### config.mk
export PLATFORM = sky130hd
export DESIGN_NAME = product_bcd_display
export DESIGN_NICKNAME = d
export VERILOG_FILES = /design/src/rtl/product_bcd_display.sv
export SDC_FILE = /design/constraint.sdc
export NUM_CORES = 1
export LEC_CHECK = 0
export ABC_AREA = 0
export CAP_MARGIN = 25
export CORE_MARGIN = 2
export CORE_UTILIZATION = 54
export CTS_CLUSTER_DIAMETER = 200
export DETAILED_ROUTE_END_ITERATION = 6
export PLACE_DENSITY = 0.8
export SETUP_SLACK_MARGIN = 0.05
export SLEW_MARGIN = 15
export SYNTH_ARGS = -nofsm -noshare
export SYNTH_HDL_FRONTEND = slang
export SYNTH_SLANG_ARGS = --single-unit
export TNS_END_PERCENT = 10
### constraint.sdc
create_clock -name CLOCK_50 -period 1.9 [get_ports CLOCK_50]
set_input_delay 0.38 -clock CLOCK_50 [delete_from_list [all_inputs] [get_ports CLOCK_50]]
set_output_delay 0.38 -clock CLOCK_50 [all_outputs]
set_load 0.01 [all_outputs]
### src/rtl/product_bcd_display.sv
// Sequential double-dabble converter: binary product -> 4-digit BCD and active-low HEX3..HEX0.
// Define PRODUCT_BCD_BLANK_EN to blank leading-zero digits on HEX3..HEX1.
module product_bcd_display #(
   parameter int WIDTH = 10
) (
   input  logic             CLOCK_50,
   input  logic             reset,
   input  logic             start,
   input  logic [WIDTH-1:0] product,
   output logic             busy,
   output logic             done,
   output logic [15:0]      bcd,
   output logic [6:0]       HEX0,
   output logic [6:0]       HEX1,
   output logic [6:0]       HEX2,
   output logic [6:0]       HEX3
);

   localparam logic [1:0] IDLE  = 2'd0;
   localparam logic [1:0] SHIFT = 2'd1;
   localparam logic [1:0] DONE  = 2'd2;

   localparam logic [6:0] SEG_ZERO  = 7'b1000000;
   localparam logic [6:0] SEG_BLANK = 7'b1111111;

   logic [1:0]       state;
   logic [WIDTH-1:0] bin;
   logic [15:0]      scratch;
   logic [15:0]      adj;
   logic [3:0]       cnt;

   function automatic logic [6:0] seg7(input logic [3:0] d);
      logic [6:0] s;
      case (d)
         4'd0:    s = 7'b1000000;
         4'd1:    s = 7'b1111001;
         4'd2:    s = 7'b0100100;
         4'd3:    s = 7'b0110000;
         4'd4:    s = 7'b0011001;
         4'd5:    s = 7'b0010010;
         4'd6:    s = 7'b0000010;
         4'd7:    s = 7'b1111000;
         4'd8:    s = 7'b0000000;
         4'd9:    s = 7'b0010000;
         default: s = 7'b1111111;
      endcase
      return s;
   endfunction

   // Add-3 correction on every digit before the shift
   always_comb begin
      adj = scratch;
      for (int unsigned i = 0; i < 4; i++) begin
         if (scratch[4*i +: 4] >= 4'd5)
            adj[4*i +: 4] = scratch[4*i +: 4] + 4'd3;
      end
   end

   assign busy = (state == SHIFT);

   always_ff @(posedge CLOCK_50) begin
      if (reset) begin
         state   <= IDLE;
         bin     <= '0;
         scratch <= '0;
         cnt     <= '0;
         done    <= 1'b0;
         bcd     <= '0;
         HEX0    <= SEG_ZERO;
`ifdef PRODUCT_BCD_BLANK_EN
         HEX1    <= SEG_BLANK;
         HEX2    <= SEG_BLANK;
         HEX3    <= SEG_BLANK;
`else
         HEX1    <= SEG_ZERO;
         HEX2    <= SEG_ZERO;
         HEX3    <= SEG_ZERO;
`endif
      end else begin
         done <= 1'b0;
         case (state)
            IDLE: begin
               if (start) begin
                  bin     <= product;
                  scratch <= '0;
                  cnt     <= 4'(WIDTH);
                  state   <= SHIFT;
               end
            end
            SHIFT: begin
               scratch <= {adj[14:0], bin[WIDTH-1]};
               bin     <= bin << 1;
               cnt     <= cnt - 4'd1;
               if (cnt == 4'd1)
                  state <= DONE;
            end
            DONE: begin
               bcd  <= scratch;
               done <= 1'b1;
               HEX0 <= seg7(scratch[3:0]);
`ifdef PRODUCT_BCD_BLANK_EN
               HEX1 <= (scratch[15:4] == 12'd0) ? SEG_BLANK : seg7(scratch[7:4]);
               HEX2 <= (scratch[15:8] == 8'd0)  ? SEG_BLANK : seg7(scratch[11:8]);
               HEX3 <= (scratch[15:12] == 4'd0) ? SEG_BLANK : seg7(scratch[15:12]);
`else
               HEX1 <= seg7(scratch[7:4]);
               HEX2 <= seg7(scratch[11:8]);
               HEX3 <= seg7(scratch[15:12]);
`endif
               state <= IDLE;
            end
            default: state <= IDLE;
         endcase
      end
   end

endmodule
# == Word-level counts from Yosys, hierarchy flattened ==
# Memories as Yosys holds them, arrays and structs flattened. A register that Yosys moved wholly into a read port is not among the register bits.
# Cells that the tools add are included.
# word_totals
regBits,49
romBits,448
input_bits,13
out_inout_bits,46
elab_cells,42
n_memories,4
# classes
n_addsub,5
n_lt_le_gt_ge,4
n_eq_ne,5
muxes,14
reduce_logical,4
# mem_list
name,depth,width,read_ports,rd_ports_with_merged_regs,write_ports,line,rtl
(no name shown),16,7,1,1,0,34,case (d)
(no name shown),16,7,1,1,0,34,
(no name shown),16,7,1,1,0,34,
(no name shown),16,7,1,1,0,34,
# op_table
op,n
one-hot mux 16 bit (2 select lines),1
one-hot mux 10 bit (2 select lines),1
"greater-or-equal comparator 4 x 3 -> 1 bit, second input constant",4
two-way mux 16 bit,1
two-way mux 4 bit,4
"adder 4 x 2 -> 4 bit, second input constant",3
two-way mux 10 bit,1
one-hot mux 4 bit (2 select lines),1
"== test 4 x 1 -> 1 bit, second input constant",1
two-way mux 2 bit,2
one-hot mux 2 bit (2 select lines),1
AND reduction 2 bit,2
"subtractor 4 x 1 -> 4 bit, second input constant",1
"adder 3 x 2 -> 3 bit, second input constant",1
two-way mux 3 bit,1
"== test 2 x 1 -> 1 bit, second input constant",1
"== test 2 bit, second input constant",1
zero test 2 bit,1
"!= test 2 x 1 -> 1 bit, second input constant",1
"!= test 2 bit, second input constant",1
nonzero test 2 bit,1
two-way mux 1 bit,1

# == Longest topological paths before layout ==
# Gate-level depths: netlist of the first run.
# logic_depth
ltp_word,3
mapped_depth,7
mapped_depth_nobuf,7

# == Worst setup path before layout of the first run ==
# No wires, ideal clock.
# synth_timing
path_type,register -> register
startpoint,reg scratch[9]
endpoint,reg scratch[10]
setup_ns,0.117
arrival_time_ns,1.392
t_required_ns,1.783
setup_slack_ns,0.391
path_stages_with_launch,7
path_cell_list,dfxtp_1 -> inv_1 -> ha_1 -> nand2b_1 -> a21oi_1 -> mux2i_1 -> a22o_1
# synth_via
elab_chain_cells,3
# synth_rtl
item,line,rtl
from (decl),28,logic [15:0] scratch;
from (signal assigned),91,"scratch <= {adj[14:0], bin[WIDTH-1]};"
adder 4 x 2 -> 4 bit / greater-or-equal comparator 4 x 3 -> 1 bit (equally long branches),"55, 54",
two-way mux 4 bit (*),54,if (scratch[4*i +: 4] >= 4'd5)
one-hot mux 16 bit (2 select lines) (*),81,case (state)
# Mark *: on every way between the ends. The rest lies on a longest branch, timed or not.
# A chain may end at the register's enable or synchronous reset.

# == Worst setup path after layout of the first run ==
# layout_timing
startpoint,reg HEX1[5]
endpoint,out HEX1[5]
# layout_rtl
item,line,rtl
from (decl),14,"output logic [6:0] HEX1,"
# No word-level cell between the ends.

==> results of run 1 <==
-- final timing paths --
check	to	start	slack, ns	cells after the start
min	cnt[2]	reset	0.40	2
max	HEX1[5]	HEX1[5]	0.24	1
max reg2reg	scratch[7]	scratch[4]	0.24	7
min reg2reg	HEX3[2]	HEX3[2]	0.45	2
-- where the power goes --
group | internal [mW] | switching [mW]
Sequential | 1.66 | 0.0338
Combinational | 0.149 | 0.179
Clock | 0.599 | 0.605
Total | 2.41 | 0.818
-- kinds of logic after synthesis --
logic type | share of synthesized area (%)
and+or+nand+nor | 18.99
AOI/OAI and AO/OA | 21.88
DFF | 40.84
buffers and inverters | 6.828
adders and majority gates | 7.955
xor gates and xnor gates | 1.624
muxes | 1.889
-- worst reg2reg max path: stages, from the launching register on --
cell     delay, ns
dfxtp_1       0.46
inv_1         0.13
ha_1          0.27
ha_1          0.31
inv_1         0.04
mux2i_1       0.13
o21ai_0       0.09
a21oi_1       0.17
-- stage by stage --
stage | utilization, % | total power, mW | worst slack (ns)
2_1_floorplan | - | 1.960 | 0.3913
3_3_place_gp | 65.41 | 2.051 | 0.2259
3_5_place_dp | 65.41 | 2.065 | 0.1210
4_1_cts | 68.21 | 3.245 | 0.08971
5_1_grt | 68.25 | 3.362 | 0.06122
6_report | 68.25 | 3.229 | 0.2387
-- cell usage in the layout, fill, tap and decap left out, types with 6 or more instances in the layout --
| cell type | count |
|---|---|
| dfxtp_1 | 77 |
| nand2_1 | 59 |
| clkdlybuf4s50_1 | 56 |
| nor2_1 | 55 |
| a21oi_1 | 53 |
| o21ai_0 | 27 |
| ha_1 | 24 |
| buf_4 | 21 |
| inv_1 | 19 |
| a211oi_1 | 19 |
| nor3_1 | 10 |
| clkbuf_8 | 9 |
| nand2b_1 | 7 |
| a21o_1 | 7 |
| mux2i_1 | 6 |
| nand3_1 | 6 |
| nor2b_1 | 6 |
| a22o_1 | 6 |
-- layout make-up --
class	count	area, sq um	area share [%]
clock inverter	7	66.31	1.430
sequential	77	1541	33.24
multi-input combinational	330	1978	42.66
inverter	19	71.32	1.538
clock buffer	9	123.9	2.671
timing repair buffer	79	735.7	15.87
tap	96	120.1	2.590
-- flip-flops by register name, indices dropped and copies added, names as in the netlist --
register,flops
HEX1,7
bin,10
done,1
HEX2,7
scratch,16
HEX0,7
HEX3,7
cnt,4
state,2
bcd,16
-- routing by layer --
layer  share of wire (%)  wire length (um)  global-route usage, %  vias up
met5                   0                 0                      0        -
met4                 1.3               106                  6.993        0
met3                 3.7               302                  4.053       11
met2                  49              4046                  38.64       60
met1                  46              3802                  27.43     1539
li1                    -                 -                      -     1687
==> impl_metrics.tcl, run 1 <==
set metrics [dict create \
    vias 3297 \
    numCtsBuffers 9 \
    route.detailed.drc 0 \
    yosysTopAreaCell "dfxtp_1" \
    nets 553 \
    die_w_um 87.61 \
    ys_ff_latch 77 \
    portBuffers 58 \
    yosys_warnings 0 \
    clk_path_buf_depth 2 \
    dp.cells 601 \
    dr.first_iter.drc_count 142 \
    max-vdd-ir-drop_uv 511.3 \
    crit_chain "clkdlybuf4s50_1" \
    synthTopCellsByArea "dfxtp_1 41%, ha_1 8.0%, a21oi_1 7.0%" \
    netlist_area_sq_um 3775 \
    required_ns 1.52 \
    io_pins 59 \
    die_h_um 87.61 \
    worst_slew_pin_slew_ns 0.7406 \
    cts_setup_buffers 0 \
    clkLatencyLatePin_ns 0.35 \
    avgViaCountPerCell 5.344 \
    synth_top_area_share_pct 40.84 \
    routed_wl_um 8257 \
    grt-ovfl-total 0 \
    worst_path_largest_cell_delay_ns 0.55 \
    critical-path-top-delay-family "buffers and inverters" \
    diodes 0 \
    ant_nets 0 \
    grt_pass1_vias 3001 \
    hpwl_um 5888 \
    syn_to_final_growth_pct 22.84 \
    cts_sinks 77 \
    cp_max_fo 2 \
    placed_area_sq_um 4444 \
    synth-async-reset-ratio_pct 0 \
    htree_levels 3 \
    cts.clk_slew.worst_paths_ns 0.08 \
    grtUsageTotal_pct 22.05 \
    stdcell_count 617 \
    holdWs_ns 0.3972 \
    cts_hold_buf 0 \
    slew_headroom_pct 50.53 \
    skew_ns 0.006320 \
    fill_cells 565 \
    power_density_nw_per_um2 696.4 \
    yosysMostFrequentCell "dfxtp_1" \
    maxCapViolCount 0 \
    avgSynthCellArea_sq_um 8.171 \
    end_kind "primary output" \
    detail_route.first_pass.iterations 4 \
    synth_edf_count 0 \
    crit_buf_inv 1 \
    startpoint_type "register" \
    ys_seq_area_share_pct 40.84 \
    leakage_nw 1.794 \
    ctsResizeCount 0 \
    grt_max_degree 23 \
    coreArea_sq_um 6794 \
    setup_violations 0 \
    die_area_sq_um 7676 \
    setup.worst_path.class "register to primary output" \
    wire_per_inst_um 13.38 \
    finalCritPeriodShare_pct 87.44 \
    tns_ns 0 \
    cts_tree "done" \
    hold_viol_final 0 \
    syn_nets 499 \
    grt_pass1_wl_um 13540 \
    ys.flop_type "dfxtp_1" \
    rows 30 \
    status "finished, final reports clean" \
    initial_core_util_pct 55.56 \
    antenna_found_initial 0 \
    stdcell_area_sq_um 4637 \
    cts_root_buf "clkbuf_8" \
    slew_violations 0 \
    syn_inst 462 \
    rsz0062_at_grt "no" \
    fmax_mhz 601.9 \
    ys_types 42 \
    yosys-top-cells-count "77 x dfxtp_1, 59 x nand2_1, 55 x nor2_1" \
    slowest_stage "clkdlybuf4s50_1" \
    period_minus_slack_ns 1.661 \
    cp_data_arrival_time_ns 1.28 \
    gp_congestion 0.9034 \
    hold_class "input pin to register" \
    layout-drive-gt1-share_pct 8.445 \
]
(Power assumes the default switching activity.)
==> inputs of run 2 (changes only) <==
CTS_CLUSTER_SIZE = 28   (was unset)
==> results of run 2 <==
No change in the layout: final DEF, timing and power equal those of run 1.
